[src/rtl/usb_pulpino_mailbox_pkg.sv]
// Shared types and constants for the USB<->PULPino GPIO mailbox.
// Holds the rx sequencer states, status bit indices and GPIO bit map.
package usb_pulpino_mailbox_pkg;

  typedef enum logic {
    IDLE,
    WAIT_ACK
  } rx_state_e;

  localparam int STAT_W       = 3;
  localparam int STAT_TIMEOUT = 0;
  localparam int STAT_OVF     = 1;
  localparam int STAT_PROTO   = 2;

  localparam int GPIO_DATA_LSB  = 0;
  localparam int GPIO_DATA_MSB  = 7;
  localparam int GPIO_RX_ACK    = 8;
  localparam int GPIO_TX_TOGGLE = 9;

endpackage

[src/rtl/usb_pulpino_mailbox_ctrl_if.sv]
// Mailbox bus: USB register side strobes/levels plus PULPino GPIO side.
// slave = the controller, master = the USB block and PULPino driving it.
interface usb_pulpino_mailbox_ctrl_if #(
  parameter int LVL_WIDTH = 4
);

  logic                 usb_wr_i;
  logic [7:0]           usb_wr_data_i;
  logic                 usb_rd_i;
  logic [7:0]           usb_rd_data_o;
  logic                 usb_rd_valid_o;
  logic [LVL_WIDTH-1:0] rx_level_o;
  logic [LVL_WIDTH-1:0] tx_level_o;
  logic [7:0]           p_rx_data_o;
  logic                 p_rx_toggle_o;
  logic                 p_rx_ack_i;
  logic [7:0]           p_tx_data_i;
  logic                 p_tx_toggle_i;
  logic                 p_tx_ack_o;
  logic [2:0]           status_o;
  logic                 status_clr_i;

  modport slave (
    input  usb_wr_i, usb_wr_data_i, usb_rd_i,
    input  p_rx_ack_i, p_tx_data_i, p_tx_toggle_i,
    input  status_clr_i,
    output usb_rd_data_o, usb_rd_valid_o,
    output rx_level_o, tx_level_o,
    output p_rx_data_o, p_rx_toggle_o, p_tx_ack_o,
    output status_o
  );

  modport master (
    output usb_wr_i, usb_wr_data_i, usb_rd_i,
    output p_rx_ack_i, p_tx_data_i, p_tx_toggle_i,
    output status_clr_i,
    input  usb_rd_data_o, usb_rd_valid_o,
    input  rx_level_o, tx_level_o,
    input  p_rx_data_o, p_rx_toggle_o, p_tx_ack_o,
    input  status_o
  );

endinterface

[src/rtl/usb_pulpino_mailbox_ctrl_fifo.sv]
// mailbox_byte_fifo: 8-bit synchronous FIFO, head shown combinationally.
// Ports: push/pop strobes, data in/out, full, empty, level.
module mailbox_byte_fifo #(
  parameter int DEPTH     = 8,
  parameter int LVL_WIDTH = 4
) (
  input  logic                 clk,
  input  logic                 rst,
  input  logic                 push_i,
  input  logic                 pop_i,
  input  logic [7:0]           data_i,
  output logic [7:0]           data_o,
  output logic                 full_o,
  output logic                 empty_o,
  output logic [LVL_WIDTH-1:0] level_o
);

  localparam int AW = $clog2(DEPTH);

  logic [7:0]           mem [DEPTH];
  logic [AW-1:0]        wr_ptr;
  logic [AW-1:0]        rd_ptr;
  logic [LVL_WIDTH-1:0] cnt;
  logic                 do_push;
  logic                 do_pop;

  assign full_o  = (cnt == LVL_WIDTH'(DEPTH));
  assign empty_o = (cnt == '0);
  assign level_o = cnt;
  assign data_o  = mem[rd_ptr];

  // a pop in the same cycle frees the slot a full push needs
  assign do_pop  = pop_i & ~empty_o;
  assign do_push = push_i & (~full_o | do_pop);

  always_ff @(posedge clk) begin
    if (rst) begin
      wr_ptr <= '0;
      rd_ptr <= '0;
      cnt    <= '0;
    end else begin
      if (do_push) wr_ptr <= wr_ptr + AW'(1);
      if (do_pop)  rd_ptr <= rd_ptr + AW'(1);
      if (do_push & ~do_pop) cnt <= cnt + LVL_WIDTH'(1);
      if (do_pop & ~do_push) cnt <= cnt - LVL_WIDTH'(1);
    end
  end

  always_ff @(posedge clk) begin
    if (do_push) mem[wr_ptr] <= data_i;
  end

endmodule

[src/rtl/usb_pulpino_mailbox_ctrl.sv]
// Sequences the byte mailbox between USB registers and PULPino GPIO.
// Ports: clk, reset_i (sync, active high), bus (mailbox interface).
module usb_pulpino_mailbox_ctrl
  import usb_pulpino_mailbox_pkg::*;
#(
  parameter int pDEPTH     = 8,
  parameter int pLVL_WIDTH = 4,
  parameter int pTIMEOUT   = 1000000
) (
  input logic                       clk,
  input logic                       reset_i,
  usb_pulpino_mailbox_ctrl_if.slave bus
);

  localparam int CNT_W = $clog2(pTIMEOUT);
  localparam logic [CNT_W-1:0] CNT_LAST = CNT_W'(pTIMEOUT - 1);

  rx_state_e        state_q;
  rx_state_e        state_d;
  logic [CNT_W-1:0] cnt_q;
  logic [CNT_W-1:0] cnt_d;

  logic ack_q;
  logic ttog_q;
  logic pend_q;
  logic p_tog_q;
  logic tx_ack_q;
  logic [7:0] p_data_q;
  logic [7:0] rd_hold_q;
  logic [STAT_W-1:0] status_q;
  logic [STAT_W-1:0] status_set;

  logic rx_full, rx_empty;
  logic tx_full, tx_empty;
  logic [7:0] rx_head, tx_head;
  logic [pLVL_WIDTH-1:0] rx_level, tx_level;

  logic ack_edge, tx_edge;
  logic rx_push, rx_pop, tx_push;
  logic timeout, rx_proto;

  assign ack_edge = bus.p_rx_ack_i ^ ack_q;
  assign tx_edge  = bus.p_tx_toggle_i ^ ttog_q;
  assign rx_push  = bus.usb_wr_i & ~rx_full;
  // full tx fifo still takes the byte when USB pops this cycle
  assign tx_push  = pend_q & (~tx_full | bus.usb_rd_i);

  mailbox_byte_fifo #(
    .DEPTH     (pDEPTH),
    .LVL_WIDTH (pLVL_WIDTH)
  ) u_rx_fifo (
    .clk     (clk),
    .rst     (reset_i),
    .push_i  (rx_push),
    .pop_i   (rx_pop),
    .data_i  (bus.usb_wr_data_i),
    .data_o  (rx_head),
    .full_o  (rx_full),
    .empty_o (rx_empty),
    .level_o (rx_level)
  );

  mailbox_byte_fifo #(
    .DEPTH     (pDEPTH),
    .LVL_WIDTH (pLVL_WIDTH)
  ) u_tx_fifo (
    .clk     (clk),
    .rst     (reset_i),
    .push_i  (tx_push),
    .pop_i   (bus.usb_rd_i),
    .data_i  (bus.p_tx_data_i),
    .data_o  (tx_head),
    .full_o  (tx_full),
    .empty_o (tx_empty),
    .level_o (tx_level)
  );

  always_comb begin
    state_d  = state_q;
    cnt_d    = cnt_q;
    rx_pop   = 1'b0;
    timeout  = 1'b0;
    rx_proto = 1'b0;
    unique case (state_q)
      IDLE: begin
        rx_proto = ack_edge;
        if (!rx_empty) begin
          rx_pop  = 1'b1;
          cnt_d   = '0;
          state_d = WAIT_ACK;
        end
      end
      WAIT_ACK: begin
        cnt_d = cnt_q + CNT_W'(1);
        if (ack_edge) begin
          state_d = IDLE;
        end else if (cnt_q == CNT_LAST) begin
          timeout = 1'b1;
          state_d = IDLE;
        end
      end
      default: state_d = IDLE;
    endcase
  end

  always_comb begin
    status_set               = '0;
    status_set[STAT_TIMEOUT] = timeout;
    status_set[STAT_OVF]     = bus.usb_wr_i & rx_full;
    status_set[STAT_PROTO]   = rx_proto | (tx_edge & pend_q);
  end

  always_ff @(posedge clk) begin
    if (reset_i) begin
      state_q   <= IDLE;
      cnt_q     <= '0;
      ack_q     <= 1'b0;
      ttog_q    <= 1'b0;
      pend_q    <= 1'b0;
      p_tog_q   <= 1'b0;
      tx_ack_q  <= 1'b0;
      p_data_q  <= '0;
      rd_hold_q <= '0;
      status_q  <= '0;
    end else begin
      state_q <= state_d;
      cnt_q   <= cnt_d;
      ack_q   <= bus.p_rx_ack_i;
      ttog_q  <= bus.p_tx_toggle_i;
      pend_q  <= tx_edge | (pend_q & ~tx_push);
      if (rx_pop) begin
        p_data_q <= rx_head;
        p_tog_q  <= ~p_tog_q;
      end
      if (tx_push) tx_ack_q <= ~tx_ack_q;
      // last popped byte stays visible once the fifo drains
      if (bus.usb_rd_i & ~tx_empty) rd_hold_q <= tx_head;
      if (bus.status_clr_i) status_q <= '0;
      else                  status_q <= status_q | status_set;
    end
  end

  assign bus.usb_rd_data_o  = tx_empty ? rd_hold_q : tx_head;
  assign bus.usb_rd_valid_o = ~tx_empty;
  assign bus.rx_level_o     = rx_level;
  assign bus.tx_level_o     = tx_level;
  assign bus.p_rx_data_o    = p_data_q;
  assign bus.p_rx_toggle_o  = p_tog_q;
  assign bus.p_tx_ack_o     = tx_ack_q;
  assign bus.status_o       = status_q;

endmodule

[src/flat_wrapper.sv]
// flat-port wrapper written by rule: the top's interface ports become plain ports
module usb_pulpino_mailbox_ctrl_flat import usb_pulpino_mailbox_pkg::*;
#(
  parameter int pDEPTH     = 8,
  parameter int pLVL_WIDTH = 4,
  parameter int pTIMEOUT   = 1000000
)
  (clk, reset_i, bus_usb_wr_i, bus_usb_wr_data_i, bus_usb_rd_i, bus_p_rx_ack_i, bus_p_tx_data_i, bus_p_tx_toggle_i, bus_status_clr_i, bus_usb_rd_data_o, bus_usb_rd_valid_o, bus_rx_level_o, bus_tx_level_o, bus_p_rx_data_o, bus_p_rx_toggle_o, bus_p_tx_ack_o, bus_status_o);
  usb_pulpino_mailbox_ctrl_if #(.LVL_WIDTH((4))) bus_i ();
  input logic clk;
  input logic reset_i;
  input wire logic [$bits(bus_i.usb_wr_i)-1:0] bus_usb_wr_i;
  input wire logic [$bits(bus_i.usb_wr_data_i)-1:0] bus_usb_wr_data_i;
  input wire logic [$bits(bus_i.usb_rd_i)-1:0] bus_usb_rd_i;
  input wire logic [$bits(bus_i.p_rx_ack_i)-1:0] bus_p_rx_ack_i;
  input wire logic [$bits(bus_i.p_tx_data_i)-1:0] bus_p_tx_data_i;
  input wire logic [$bits(bus_i.p_tx_toggle_i)-1:0] bus_p_tx_toggle_i;
  input wire logic [$bits(bus_i.status_clr_i)-1:0] bus_status_clr_i;
  output wire logic [$bits(bus_i.usb_rd_data_o)-1:0] bus_usb_rd_data_o;
  output wire logic [$bits(bus_i.usb_rd_valid_o)-1:0] bus_usb_rd_valid_o;
  output wire logic [$bits(bus_i.rx_level_o)-1:0] bus_rx_level_o;
  output wire logic [$bits(bus_i.tx_level_o)-1:0] bus_tx_level_o;
  output wire logic [$bits(bus_i.p_rx_data_o)-1:0] bus_p_rx_data_o;
  output wire logic [$bits(bus_i.p_rx_toggle_o)-1:0] bus_p_rx_toggle_o;
  output wire logic [$bits(bus_i.p_tx_ack_o)-1:0] bus_p_tx_ack_o;
  output wire logic [$bits(bus_i.status_o)-1:0] bus_status_o;
  assign bus_i.usb_wr_i = bus_usb_wr_i;
  assign bus_i.usb_wr_data_i = bus_usb_wr_data_i;
  assign bus_i.usb_rd_i = bus_usb_rd_i;
  assign bus_i.p_rx_ack_i = bus_p_rx_ack_i;
  assign bus_i.p_tx_data_i = bus_p_tx_data_i;
  assign bus_i.p_tx_toggle_i = bus_p_tx_toggle_i;
  assign bus_i.status_clr_i = bus_status_clr_i;
  assign bus_usb_rd_data_o = bus_i.usb_rd_data_o;
  assign bus_usb_rd_valid_o = bus_i.usb_rd_valid_o;
  assign bus_rx_level_o = bus_i.rx_level_o;
  assign bus_tx_level_o = bus_i.tx_level_o;
  assign bus_p_rx_data_o = bus_i.p_rx_data_o;
  assign bus_p_rx_toggle_o = bus_i.p_rx_toggle_o;
  assign bus_p_tx_ack_o = bus_i.p_tx_ack_o;
  assign bus_status_o = bus_i.status_o;
  usb_pulpino_mailbox_ctrl #(.pDEPTH(pDEPTH), .pLVL_WIDTH(pLVL_WIDTH), .pTIMEOUT(pTIMEOUT)) u_core (.clk(clk), .reset_i(reset_i), .bus(bus_i));
endmodule
[config.mk]
export PLATFORM = sky130hd
export DESIGN_NAME = usb_pulpino_mailbox_ctrl_flat
export DESIGN_NICKNAME = d
export VERILOG_FILES = /design/src/rtl/usb_pulpino_mailbox_pkg.sv /design/src/rtl/usb_pulpino_mailbox_ctrl_if.sv /design/src/rtl/usb_pulpino_mailbox_ctrl_fifo.sv /design/src/rtl/usb_pulpino_mailbox_ctrl.sv /design/src/flat_wrapper.sv
export SDC_FILE = /design/constraint.sdc
export NUM_CORES = 1
export LEC_CHECK = 0
export CORE_MARGIN = 2
export CORE_UTILIZATION = 30
export DETAILED_ROUTE_END_ITERATION = 10
export SLEW_MARGIN = 20
export SYNTH_ARGS = -nofsm -noshare
export SYNTH_HDL_FRONTEND = slang
export SYNTH_SLANG_ARGS = --single-unit
[constraint.sdc]
create_clock -name clk -period 4.9 [get_ports clk]
set_clock_uncertainty 0.1 [all_clocks]
set_input_delay 0.735 -clock clk [delete_from_list [all_inputs] [get_ports clk]]
set_output_delay 0.735 -clock clk [all_outputs]
set_load 0.1 [all_outputs]
==> impl_metrics.yaml <==
timing:
  timing_hold_violations_final: 0
  maxClockFrequency_mhz: 250
  grt_setup_unrepaired: "false"
  slew_viol_final: 0
  final.hold.worst_slack_ns: 0.383
  worst_slew_margin_rel_pct: 22.2
  timing.final.crit_share_pct: 81.7
  timing_worst_slew_pin_value_ns: 1.16
  totalNegativeSetupSlack_ns: 0
  setup_viol_count_final: 0
  timing.final.ws_setup_ns: 0.897
  finalCriticalPeriod_ns: 4.00
global_routing:
  grt_use_total_pct: 12.1
  first_global_vias: 4582
  grt_pass1_wl_um: 25800
  overflow: 0
  grt_antenna_before_repair: 0
  maximum_number_of_pins_on_one_net_before_global_route_repair: 32
floorplan:
  boundaryPins: 53
  design.core.area_mm2: 0.0259
  row_count: 59
  fp.dieH_um: 166
  die-area_mm2: 0.0276
  die_width_um: 166
  floorplan.initialDensity_pct: 30.4
synth:
  netlist_top_cells_area: "sky130_fd_sc_hd__edfxtp_1 (49%), sky130_fd_sc_hd__dfxtp_1 (17%), sky130_fd_sc_hd__mux4_2 (9.1%)"
  ys_ff_latch: 196
  synth_ff_type: "sky130_fd_sc_hd__edfxtp_1"
  netlist-cell-type-count: 55
  average_size_of_a_mapped_cell_um2: 14.3
  synth-seq-area-share_pct: 66.0
  synthesis.area_mm2: 0.00788
  synthDominantAreaCellType: "sky130_fd_sc_hd__edfxtp_1"
  synth_nets: 586
  synthDominantCellAreaShare_pct: 48.8
  ys_top_cells_by_count: "sky130_fd_sc_hd__edfxtp_1 (128), sky130_fd_sc_hd__dfxtp_1 (68), sky130_fd_sc_hd__nor2_1 (58)"
  synth_edf_count: 128
  synth_cells: 552
  ys_async_sr_fraction_pct: 0
  synth_most_common_cell: "sky130_fd_sc_hd__edfxtp_1"
  yosysWarningCount: 0
clocking:
  cts.reportedPaths.clkPinSlew_ns: 0.09
  tritoncts_num_sinks: 196
  htreeDepth: 4
  cts_buffers: 17
  post_cts_resize_count: 0
  buffer_depth_of_the_longest_clock_path: 2
  postCtsSetupRepairBufs: 0
  worstSkewPairLatency_ns: 0.44
  root_buffer: "sky130_fd_sc_hd__clkbuf_16"
  cts_tree: "yes"
  holdBufCountCts: 0
place:
  post-place-ws_ns: 1.36
  detailedPlacementHpwl_um: 10500
  routabilityCongestion: 0.735
  numPortBuffers: 52
power_and_ir_drop:
  power.ir.vdd_worst_v: 0.000935
  static-leakage-power_uw: 0.00305
  totalPowerFinal_uw: 5960
  power.density_mw_per_mm2: 631
drt:
  drc: 0
  initialDrtViolationCount: 391
  detailedRoute.firstPassIterationCount: 5
  detailed_route_via_count: 4627
  detail_route.vias_per_cell: 4.87
  wire_per_inst_um: 17.1
  ant_nets: 0
  drt_wl_total_um: 16200
worst_setup_path:
  cp.required_ns: 4.07
  reg2reg_setup_slack_ns: 1.73
  setup.worst_path.start: "u_core.u_tx_fifo.level_o[0]$_SDFFE_PP0P_"
  setup.worst_path.class: "reg2out"
  timing.critical_path.to: "bus_usb_rd_data_o[7]"
  crit-reg2reg-launch: "u_core.u_rx_fifo.level_o[0]$_SDFFE_PP0P_"
  cp.arrival_ns: 3.17
  cp_max_fo: 17
  endpoint_kind: "output pin"
  worstReg2RegEnd: "u_core.u_rx_fifo.level_o[2]$_SDFFE_PP0P_"
  worst_r2r_path_cells: 10
  critPathLaunchType: "flop"
cells_and_area:
  antenna_cells: 0
  nets: 637
  final_layout_size_suffix_gt1_share_pct: 14.8
  areaGrowthSynthToFinish_pct: 19.8
job:
  cap_violations: 0
worst_hold_path:
  worst_hold_path_type: "reg2reg"
  whs_path_depth: 1
status:
  status: "completed"
-- placed cells by master, fill, tap and decap left out, drive strengths merged, types with 5 or more instances in the layout --
cell type	instances
ha	11
nand3	17
nand4	6
clkbuf	17
nor3	17
or3	9
nand2b	6
or4	6
o21ai	14
xnor2	7
edfxtp	128
nand2	19
a21oi	30
o211ai	5
o22ai	8
inv	21
nor2b	7
nor2	58
mux4	32
dfxtp	68
clkdlybuf4s50	51
mux2i	14
buf	6
xor2	16
-- final cells by class --
cell class / count / area, um^2
Timing Repair Buffer: 57 / 553
Sequential cell: 196 / 5200
Multi-Input combinational cell: 322 / 2570
Clock inverter: 15 / 233
Fill cell: 2422 / 16500
Inverter: 9 / 33.8
Clock buffer: 17 / 425
Tap cell: 335 / 419
-- worst min-delay path by stage --
stage | endpoint | from | slack (ns)
finish | u_core.bus.status_o[0]$_SDFF_PP0_ | u_core.bus.status_o[0]$_SDFF_PP0_ | 0.38
global route | u_core.bus.status_o[1]$_SDFF_PP0_ | u_core.bus.status_o[1]$_SDFF_PP0_ | 0.40
CTS | u_core.cnt_q[18]$_SDFFE_PP0P_ | u_core.cnt_q[18]$_SDFFE_PP0P_ | 0.39
detailed placement | u_core.bus.status_o[0]$_SDFF_PP0_ | u_core.bus.status_o[0]$_SDFF_PP0_ | 0.36
global placement | u_core.bus.status_o[0]$_SDFF_PP0_ | u_core.bus.status_o[0]$_SDFF_PP0_ | 0.35
floorplan | u_core.cnt_q[18]$_SDFFE_PP0P_ | u_core.cnt_q[18]$_SDFFE_PP0P_ | 0.34
-- flip-flops by register name, indices dropped and copies added (netlist names), named ones only --
signal	count
u_core.bus.p_tx_ack_o	1
u_core.cnt_q	20
u_core.bus.status_o	3
u_core.u_tx_fifo.rd_ptr	3
u_core.rd_hold_q	8
u_core.bus.p_rx_data_o	8
u_core.ttog_q	1
u_core.u_rx_fifo.level_o	4
u_core.u_rx_fifo.mem	64
u_core.pend_q	1
u_core.u_tx_fifo.mem	64
u_core.state_q	1
u_core.u_rx_fifo.wr_ptr	3
u_core.u_rx_fifo.rd_ptr	3
u_core.u_tx_fifo.level_o	4
u_core.ack_q	1
u_core.u_tx_fifo.wr_ptr	3
u_core.bus.p_rx_toggle_o	1
-- cells by family (layout without fill, tap and decap cells) --
family	after synthesis	count (layout)	share of synthesized area, %
buffers and inverters	34	98	1.76
AO/OA/AOI/OAI	76	76	6.03
flip-flops	196	196	66.0
adder cells (fa/ha/maj)	11	11	1.75
XOR/XNOR	23	23	2.56
multiplexers	48	48	11.2
AND/OR/NAND/NOR	164	164	10.7
-- through the flow --
stage | std cells | cell area [um^2] | utilization, %
final | 951 | 9440 | 36.4
after global routing | 951 | 9440 | 36.4
after floorplan | 552 | 7880 | -
after global placement | 919 | 8790 | 33.9
after CTS | 951 | 9440 | 36.4
after detailed placement | 919 | 8790 | 33.9
-- critical path, stage by stage (launching register included) --
cell	delay, ns
sky130_fd_sc_hd__dfxtp_1	0.37
sky130_fd_sc_hd__or3_1	0.46
sky130_fd_sc_hd__or2_2	0.46
sky130_fd_sc_hd__a21oi_1	0.27
sky130_fd_sc_hd__clkdlybuf4s50_1	1.18
-- metal layers --
layer | part of all wire, % | vias to the layer above | wire, um | track usage (%)
li1 | - | 2222 | - | -
met1 | 45 | 2300 | 7280 | 15.8
met2 | 51 | 96 | 8230 | 20.2
met3 | 3.4 | 9 | 559 | 2.55
met4 | 0.96 | 0 | 155 | 3.74
met5 | 0 | - | 0 | 0
-- where the power goes --
part           switching [uW]  internal, uW  total (uW)
Clock                     766           737        1500
Combinational            1730           657        2390
Sequential                152          1910        2070
(Power assumes the default switching activity.)
